**src/rtl/div_job_scheduler.sv**
```systemverilog
`timescale 1ns/1ps
// Round-robin scheduler sharing one fixed_divider between NUM_REQ dividend streams.
// Define DIV_JOB_SCHEDULER_TIMEOUT_EN to add the DRAIN watchdog and the timeout_out port.
module div_job_scheduler #(
    parameter int REGISTER_SIZE  = 32,
    parameter int NUM_BLOCKS_IN  = 128,
    parameter int NUM_BLOCKS_OUT = 64,
    parameter int NUM_REQ        = 2,
    parameter int GAP_CYCLES     = 4,
    parameter int TIMEOUT_CYCLES = 1024
) (
    input  logic                             clk_in,
    input  logic                             rst_in,
    input  logic [NUM_REQ-1:0]               req_valid_in,
    input  logic [NUM_REQ*REGISTER_SIZE-1:0] req_block_in,
    output logic [NUM_REQ-1:0]               req_ready_out,
    output logic                             div_valid_out,
    output logic [REGISTER_SIZE-1:0]         div_block_out,
    input  logic                             div_valid_in,
    input  logic [REGISTER_SIZE-1:0]         div_block_in,
    output logic                             result_valid_out,
    output logic [REGISTER_SIZE-1:0]         result_block_out,
    output logic [$clog2(NUM_REQ)-1:0]       result_id_out,
    output logic                             busy_out,
`ifdef DIV_JOB_SCHEDULER_TIMEOUT_EN
    output logic                             timeout_out,
`endif
    output logic                             protocol_err_out
);

    localparam int ID_W  = $clog2(NUM_REQ);
    localparam int IN_W  = $clog2(NUM_BLOCKS_IN + 1);
    localparam int OUT_W = $clog2(NUM_BLOCKS_OUT + 1);
    localparam int GAP_W = $clog2(GAP_CYCLES + 1);

    typedef enum logic [1:0] {IDLE, FEED, DRAIN, GAP} state_t;

    state_t             state, state_next;
    logic [ID_W-1:0]    grant, grant_next, ptr, ptr_next, pick;
    logic               pick_found;
    logic               granted_valid;
    logic [REGISTER_SIZE-1:0] granted_block;
    logic [IN_W-1:0]    in_cnt, in_cnt_next;
    logic [OUT_W-1:0]   out_cnt, out_cnt_next;
    logic [GAP_W-1:0]   gap_cnt, gap_cnt_next;
    logic               drain_done;
    logic               div_valid_next;
    logic [REGISTER_SIZE-1:0] div_block_next;
    logic               result_valid_next;
    logic [REGISTER_SIZE-1:0] result_block_next;
    logic [ID_W-1:0]    result_id_next;
    logic               err_next;

`ifdef DIV_JOB_SCHEDULER_TIMEOUT_EN
    localparam int WD_W = $clog2(TIMEOUT_CYCLES + 1);
    logic [WD_W-1:0]    wd_cnt, wd_cnt_next;
    logic               timeout_next;
`else
    // Parameter stays declared so named overrides remain legal without the watchdog.
    logic               timeout_unused;
    assign timeout_unused = (TIMEOUT_CYCLES > 0);
`endif

    assign busy_out = (state != IDLE);

    // Cyclic search for the first valid requester at or after the pointer.
    always_comb begin
        int unsigned idx;
        idx           = 0;
        pick          = '0;
        pick_found    = 1'b0;
        granted_block = '0;
        granted_valid = req_valid_in[grant];
        for (int unsigned k = 0; k < NUM_REQ; k++) begin
            idx = 32'(ptr) + k;
            if (idx >= NUM_REQ) idx = idx - NUM_REQ;
            if (!pick_found && req_valid_in[ID_W'(idx)]) begin
                pick       = ID_W'(idx);
                pick_found = 1'b1;
            end
        end
        for (int unsigned r = 0; r < NUM_REQ; r++) begin
            if (ID_W'(r) == grant) granted_block = req_block_in[r*REGISTER_SIZE +: REGISTER_SIZE];
        end
    end

    always_comb begin
        state_next        = state;
        grant_next        = grant;
        ptr_next          = ptr;
        in_cnt_next       = in_cnt;
        out_cnt_next      = out_cnt;
        gap_cnt_next      = gap_cnt;
        drain_done        = 1'b0;
        req_ready_out     = '0;
        div_valid_next    = 1'b0;
        div_block_next    = '0;
        result_valid_next = 1'b0;
        result_block_next = result_block_out;
        result_id_next    = result_id_out;
        err_next          = protocol_err_out;
`ifdef DIV_JOB_SCHEDULER_TIMEOUT_EN
        wd_cnt_next       = wd_cnt;
        timeout_next      = 1'b0;
`endif
        case (state)
            IDLE: begin
                if (pick_found) begin
                    grant_next  = pick;
                    in_cnt_next = '0;
                    state_next  = FEED;
                end
            end
            FEED: begin
                // Missing beats are zero-filled so the divider always sees a full frame.
                req_ready_out[grant] = 1'b1;
                div_valid_next       = 1'b1;
                if (granted_valid) div_block_next = granted_block;
                else               err_next       = 1'b1;
                if (in_cnt == IN_W'(NUM_BLOCKS_IN - 1)) begin
                    in_cnt_next  = '0;
                    out_cnt_next = '0;
`ifdef DIV_JOB_SCHEDULER_TIMEOUT_EN
                    wd_cnt_next  = '0;
`endif
                    state_next   = DRAIN;
                end else begin
                    in_cnt_next = in_cnt + 1'b1;
                end
            end
            DRAIN: begin
                if (div_valid_in) begin
                    result_valid_next = 1'b1;
                    result_block_next = div_block_in;
                    result_id_next    = grant;
                    if (out_cnt == OUT_W'(NUM_BLOCKS_OUT - 1)) drain_done   = 1'b1;
                    else                                      out_cnt_next = out_cnt + 1'b1;
                end
`ifdef DIV_JOB_SCHEDULER_TIMEOUT_EN
                wd_cnt_next = wd_cnt + 1'b1;
                if (!drain_done && wd_cnt == WD_W'(TIMEOUT_CYCLES - 1)) begin
                    timeout_next = 1'b1;
                    err_next     = 1'b1;
                    drain_done   = 1'b1;
                end
`endif
                if (drain_done) begin
                    out_cnt_next = '0;
                    gap_cnt_next = '0;
                    ptr_next     = (grant == ID_W'(NUM_REQ - 1)) ? '0 : grant + 1'b1;
                    state_next   = GAP;
                end
            end
            GAP: begin
                if (gap_cnt == GAP_W'(GAP_CYCLES - 1)) begin
                    gap_cnt_next = '0;
                    state_next   = IDLE;
                end else begin
                    gap_cnt_next = gap_cnt + 1'b1;
                end
            end
            default: state_next = IDLE;
        endcase
        if (div_valid_in && state != DRAIN) err_next = 1'b1;
    end

    always_ff @(posedge clk_in) begin
        if (rst_in) begin
            state            <= IDLE;
            grant            <= '0;
            ptr              <= '0;
            in_cnt           <= '0;
            out_cnt          <= '0;
            gap_cnt          <= '0;
            div_valid_out    <= 1'b0;
            div_block_out    <= '0;
            result_valid_out <= 1'b0;
            result_block_out <= '0;
            result_id_out    <= '0;
            protocol_err_out <= 1'b0;
`ifdef DIV_JOB_SCHEDULER_TIMEOUT_EN
            wd_cnt           <= '0;
            timeout_out      <= 1'b0;
`endif
        end else begin
            state            <= state_next;
            grant            <= grant_next;
            ptr              <= ptr_next;
            in_cnt           <= in_cnt_next;
            out_cnt          <= out_cnt_next;
            gap_cnt          <= gap_cnt_next;
            div_valid_out    <= div_valid_next;
            div_block_out    <= div_block_next;
            result_valid_out <= result_valid_next;
            result_block_out <= result_block_next;
            result_id_out    <= result_id_next;
            protocol_err_out <= err_next;
`ifdef DIV_JOB_SCHEDULER_TIMEOUT_EN
            wd_cnt           <= wd_cnt_next;
            timeout_out      <= timeout_next;
`endif
        end
    end

endmodule

```
**config.mk**
```make
export PLATFORM = sky130hd
export DESIGN_NAME = div_job_scheduler
export DESIGN_NICKNAME = d
export VERILOG_FILES = /design/src/rtl/div_job_scheduler.sv
export SDC_FILE = /design/constraint.sdc
export NUM_CORES = 1
export LEC_CHECK = 0
export ABC_AREA = 0
export BUFFER_PORTS_ARGS = -buffer_cell sky130_fd_sc_hd__buf_2
export CAP_MARGIN = 20
export CORE_MARGIN = 4
export CORE_UTILIZATION = 49
export DETAILED_ROUTE_END_ITERATION = 8
export PLACE_DENSITY_LB_ADDON = 0.1
export SETUP_SLACK_MARGIN = 0.15
export SLEW_MARGIN = 25
export SYNTH_ARGS = -nofsm -noshare
export SYNTH_HDL_FRONTEND = slang
export SYNTH_SLANG_ARGS = --single-unit
export TNS_END_PERCENT = 10
```
**constraint.sdc**
```tcl
create_clock -name clk_in -period 3.18 [get_ports clk_in]
set_input_delay 0.636 -clock clk_in [delete_from_list [all_inputs] [get_ports clk_in]]
set_output_delay 0.636 -clock clk_in [all_outputs]
set_load 0.01 [all_outputs]
```
# --- Word level (Yosys, flattened, before mapping) ---
# Cells that the tools add are included.
word_totals:
  inputBits: 101
  ff_bits: 90
op_classes:
  n_addsub: 7
  n_bitwise: 3
  magnitude_cmp: 6
  n_mux: 41
  n_reduce_logical: 20
  n_eq_ne: 14
op_table:
  columns: ["op", "n"]
  rows:
  - ["2-to-1 mux 32 bit", 1]
  - ["2-to-1 mux 7 bit", 4]
  - ["2-to-1 mux 1 bit", 22]
  - ["2-to-1 mux 8 bit", 2]
  - ["one-hot mux 8 bit (2 select lines)", 1]
  - ["one-hot mux 7 bit (2 select lines)", 1]
  - ["AND reduction 2 bit", 6]
  - ["2-to-1 mux 2 bit", 5]
  - ["inequality test 2 bit, second input constant", 5]
  - ["nonzero test 2 bit", 5]
  - ["adder 8 x 1 -> 8 bit, second input constant", 1]
  - ["equality test 8 x 7 -> 1 bit, second input constant", 1]
  - ["one-hot mux 2 bit (4 select lines)", 1]
  - ["AND reduction 4 bit", 2]
  - ["adder 7 x 1 -> 7 bit, second input constant", 1]
  - ["equality test 7 x 6 -> 1 bit, second input constant", 1]
  - ["< comparator 1 x 2 -> 1 bit, second input constant", 3]
  - ["2-to-1 mux 3 bit", 2]
  - ["inequality test 3 bit, second input constant", 2]
  - ["one-hot mux 3 bit (2 select lines)", 1]
  - ["equality test 2 bit, second input constant", 2]
  - ["adder 3 x 1 -> 3 bit, second input constant", 1]
  - ["equality test 3 x 2 -> 1 bit, second input constant", 1]
  - ["logical AND 1 bit", 3]
  - ["other kinds (14)", 17]

# --- Longest topological paths before layout ---
depth:
  word_depth: 10
  depth_mapped: 8

# --- Worst setup path after synthesis ---
# Ideal clock, no wire load.
synth_timing:
  path_type: "reg-to-output"
  from: "register grant"
  to: "output port req_ready_out[1]"
  setup_slack_ns: 1.407
  path_buffers: 2
  t_required_ns: 2.544
  arrival_time_ns: 1.137
  stages_incl_launch_ff: 4
  cell_sequence: "dfxtp_1 buf_2 buf_1 and2_1"
synth_between:
  elab_chain_cells: 5
  word_cells_on_any_way: 6
  classes_between: "order compare (2); mux (3); reduce/logical (1)"
synth_lines:
  columns: ["item", "line_no", "text"]
  rows:
  - ["from (decl)", "39", "logic [ID_W-1:0] grant, grant_next, ptr, ptr_next, pick;"]
  - ["from (signal assigned)", "187", "grant <= grant_next;"]
  - ["< comparator 1 x 2 -> 1 bit (not written as such) or greater-or-equal comparator 1 bit (tied branches)", "116", "req_ready_out[grant] = 1'b1;"]
  - ["logical AND 1 bit (not written as such)", "116", null]
  - ["2-to-1 mux 1 bit (not written as such)", "116", null]
  - ["demux 1 bit (select 1 bit) *", "116", null]
  - ["2-to-1 mux 2 bit *", "106", "case (state)"]
  - ["to (decl)", "16", "output logic [NUM_REQ-1:0] req_ready_out,"]
# Mark *: on every way between the ends. The rest lies on a longest branch, timed or not.

# --- Worst setup path after layout ---
layout_timing:
  from: "register state[1]"
  to: "output port req_ready_out[0]"
layout_between:
  elab_chain_cells: 2
layout_lines:
  columns: ["item", "line_no", "text"]
  rows:
  - ["from (decl)", "38", "state_t state, state_next;"]
  - ["from (signal assigned)", "186", "state <= state_next;"]
  - ["equality test 2 x 1 -> 1 bit", "106", null]
  - ["2-to-1 mux 2 bit", "106", null]
# No other way between the ends.

==> qor.yml <==
cts_buffer_depth: 2
place.gp.congestion: 0.7981
leakagePower_nw: 2.111
vias: 3309
synthCells: 392
setup-tns-final_ps: 0
final_cell_mix: "buf_2 (171), dfxtp_1 (89), nand2_1 (73)"
syn_nets: 500
finalWorstSetupSlack_ps: 1088
power.density_nw_per_um2: 641.2
post_cts_resized: 0
placementRows: 30
cts_max_level: 3
max-slew-margin-rel_pct: 54.20
grt.overflow.total: 0
fin_area_um2: 4671
drv_slew: 0
port_buffers: 171
crit_type: "flop to output pin"
route.detailed.wl_per_inst_um: 13.67
ctsHoldBuffers: 0
place_area_um2: 4439
rsz0062_at_grt: "false"
slowest_stage: "dfxtp_1"
synth_area_um2: 3505
crit_path_max_incr_delay_ps: 340
grt_pass1_wl_mm: 14.28
crit_path_frequent_cell: "inv_1"
io_pins: 172
syn_to_final_growth_pct: 33.27
hpwl_mm: 6.672
yosysTopAreaCell: "dfxtp_1"
tightest_slew_ps: 682.9
dp_slack_ps: 1219
crit_start: "state[1]"
timing.rr.start: "state[0]"
final_core_util_pct: 68.00
cts_root_buf: "clkbuf_8"
grt_max_degree: 36
required_ps: 2540
die_h_um: 92.57
cp.arrival_ps: 1460
first_pass_iters: 4
worst_setup_path_start_kind: "flop"
max_freq_ghz: 0.4781
netlist.area_leader.share_pct: 51.41
status: "complete, no violations"
cap_violations: 0
synth_edf_count: 0
cts_sinks: 90
cts_buffers: 9
cp.buffers_inverters: 3
fin_crit_sh_pct: 65.77
ys.flop_type: "dfxtp_1"
cpLargestDelayFamily: "buffers and inverters"
post-route-min-period_ps: 2092
syn_area_per_cell_um2: 8.940
finalClockSkew_ps: 11.52
clk_pin_slew_ps: 90
rrSetupSlack_ps: 1210
worstPathMaxFanout: 7
antenna_found_initial: 0
grt_util_all_layers_pct: 20.62
synth.ff_latch_count: 90
irDropWorstVdd_mv: 0.4245
cts_tree: "done"
drt_iter0_drc: 117
drcViolationCount: 0
cp-end-kind: "output pin"
diodes: 0
postCtsSetupBuffers: 0
layout_commonest_cell: "buf_2"
viasPerCell: 5.029
initial_core_util_pct: 51.02
core_area_um2: 6869
dieWidth_um: 92.57
grt_pass1_vias: 3169
ys_warn_count: 0
wirelength_mm: 8.992
hold_class: "flop to flop"
synthArstFlopShare_pct: 0
min-delay-start: "result_block_out[15]"
clock_latency_ps: 340
yosysUniqueCellTypes: 40
ant_nets: 0
yosysSeqAreaShare_pct: 51.41
hold_viol_final: 0
layout.nets: 666
path_cells: "inv_1, ha_1, inv_1, nor2_1, buf_2"
finalSetupViolations: 0
synthTopCellsByArea: "dfxtp_1 (51%), mux2i_1 (9.7%), nand2_1 (7.8%), nor2_1 (5.4%), a21oi_1 (5.3%)"
dieArea_um2: 8569
drive_gt1_share_pct: 34.70
-- stage by stage --
stage	hold slack [ps]	power [mW]	cells
2_1_floorplan	443.2	1.849	392
3_3_place_gp	438.3	2.108	643
3_5_place_dp	443.2	2.122	643
4_1_cts	455.5	3.012	658
5_1_grt	471.5	3.177	658
6_report	453.2	2.995	658
-- worst reg2reg max path, cell delays in order (launching register included) --
cell and delay, ps:
dfxtp_1 410, inv_1 90, ha_1 270, inv_1 220
o21ai_0 230, nor3_1 480, a32o_1 210
-- per-layer routing --
layer	part of all wire, %	GRT usage, %	vias up	routed length, um
met4	1.9	8.911	0	175
li1	-	-	1659	-
met1	38	22.69	1509	3438
met5	0	0	-	0
met2	50	36.44	129	4536
met3	9.4	6.336	12	842
-- power breakdown --
| part | switching (mW) | total, mW | internal, mW |
|---|---|---|---|
| Clock | 0.382 | 0.900 | 0.519 |
| Combinational | 0.498 | 0.828 | 0.330 |
| Sequential | 0.0431 | 1.27 | 1.22 |
| Total | 0.923 | 2.99 | 2.07 |
-- state kept, by name, summed over array words and instances (netlist names) --
register / flops
state: 2
result_valid_out: 1
result_block_out: 32
in_cnt: 8
gap_cnt: 3
result_id_out: 1
div_valid_out: 1
out_cnt: 7
protocol_err_out: 1
grant: 1
ptr: 1
div_block_out: 32
-- synthesized netlist by cell type (all sizes together), types with 2 or more instances --
cell    count
o211ai      3
and3        6
nand2      73
buf         9
nor3        6
dfxtp      90
mux2i      34
ha          7
a21oi      37
xnor2       7
nand4       2
a211oi      2
nor4        3
inv         8
nand3       5
nand2b      3
a32o        4
clkbuf     12
o31ai       3
nor2       50
nor3b       6
or4         2
and2        2
o21ai       7
-- cells by family after synthesis --
kind of cell               count (synthesis)  synth area share, %
DFF                                       90                51.41
and+or+nand+nor                          162                20.53
muxes                                     35                10.03
xor gates and xnor gates                   7                1.749
adders and majority gates                  7                2.499
buffers and inverters                     29                3.142
AOI/OAI and AO/OA                         62                10.64
-- worst paths after layout --
path,depth (start not counted),to
setup / recovery,5,req_ready_out[0]
hold / removal,2,result_block_out[15]
setup reg to reg,6,out_cnt[5]
hold reg to reg,2,result_block_out[15]
-- cell type report --
class | instances | area [um^2]
fillers | 584 | 2198
flip-flops and latches | 90 | 1803
multi-input cells | 273 | 1593
repair buffers | 176 | 893.4
clock buffers | 10 | 127.6
well taps | 96 | 120.1
clock inverters | 5 | 103.9
inverters | 8 | 30.03
No activity file was read; power rests on OpenSTA's default activity.
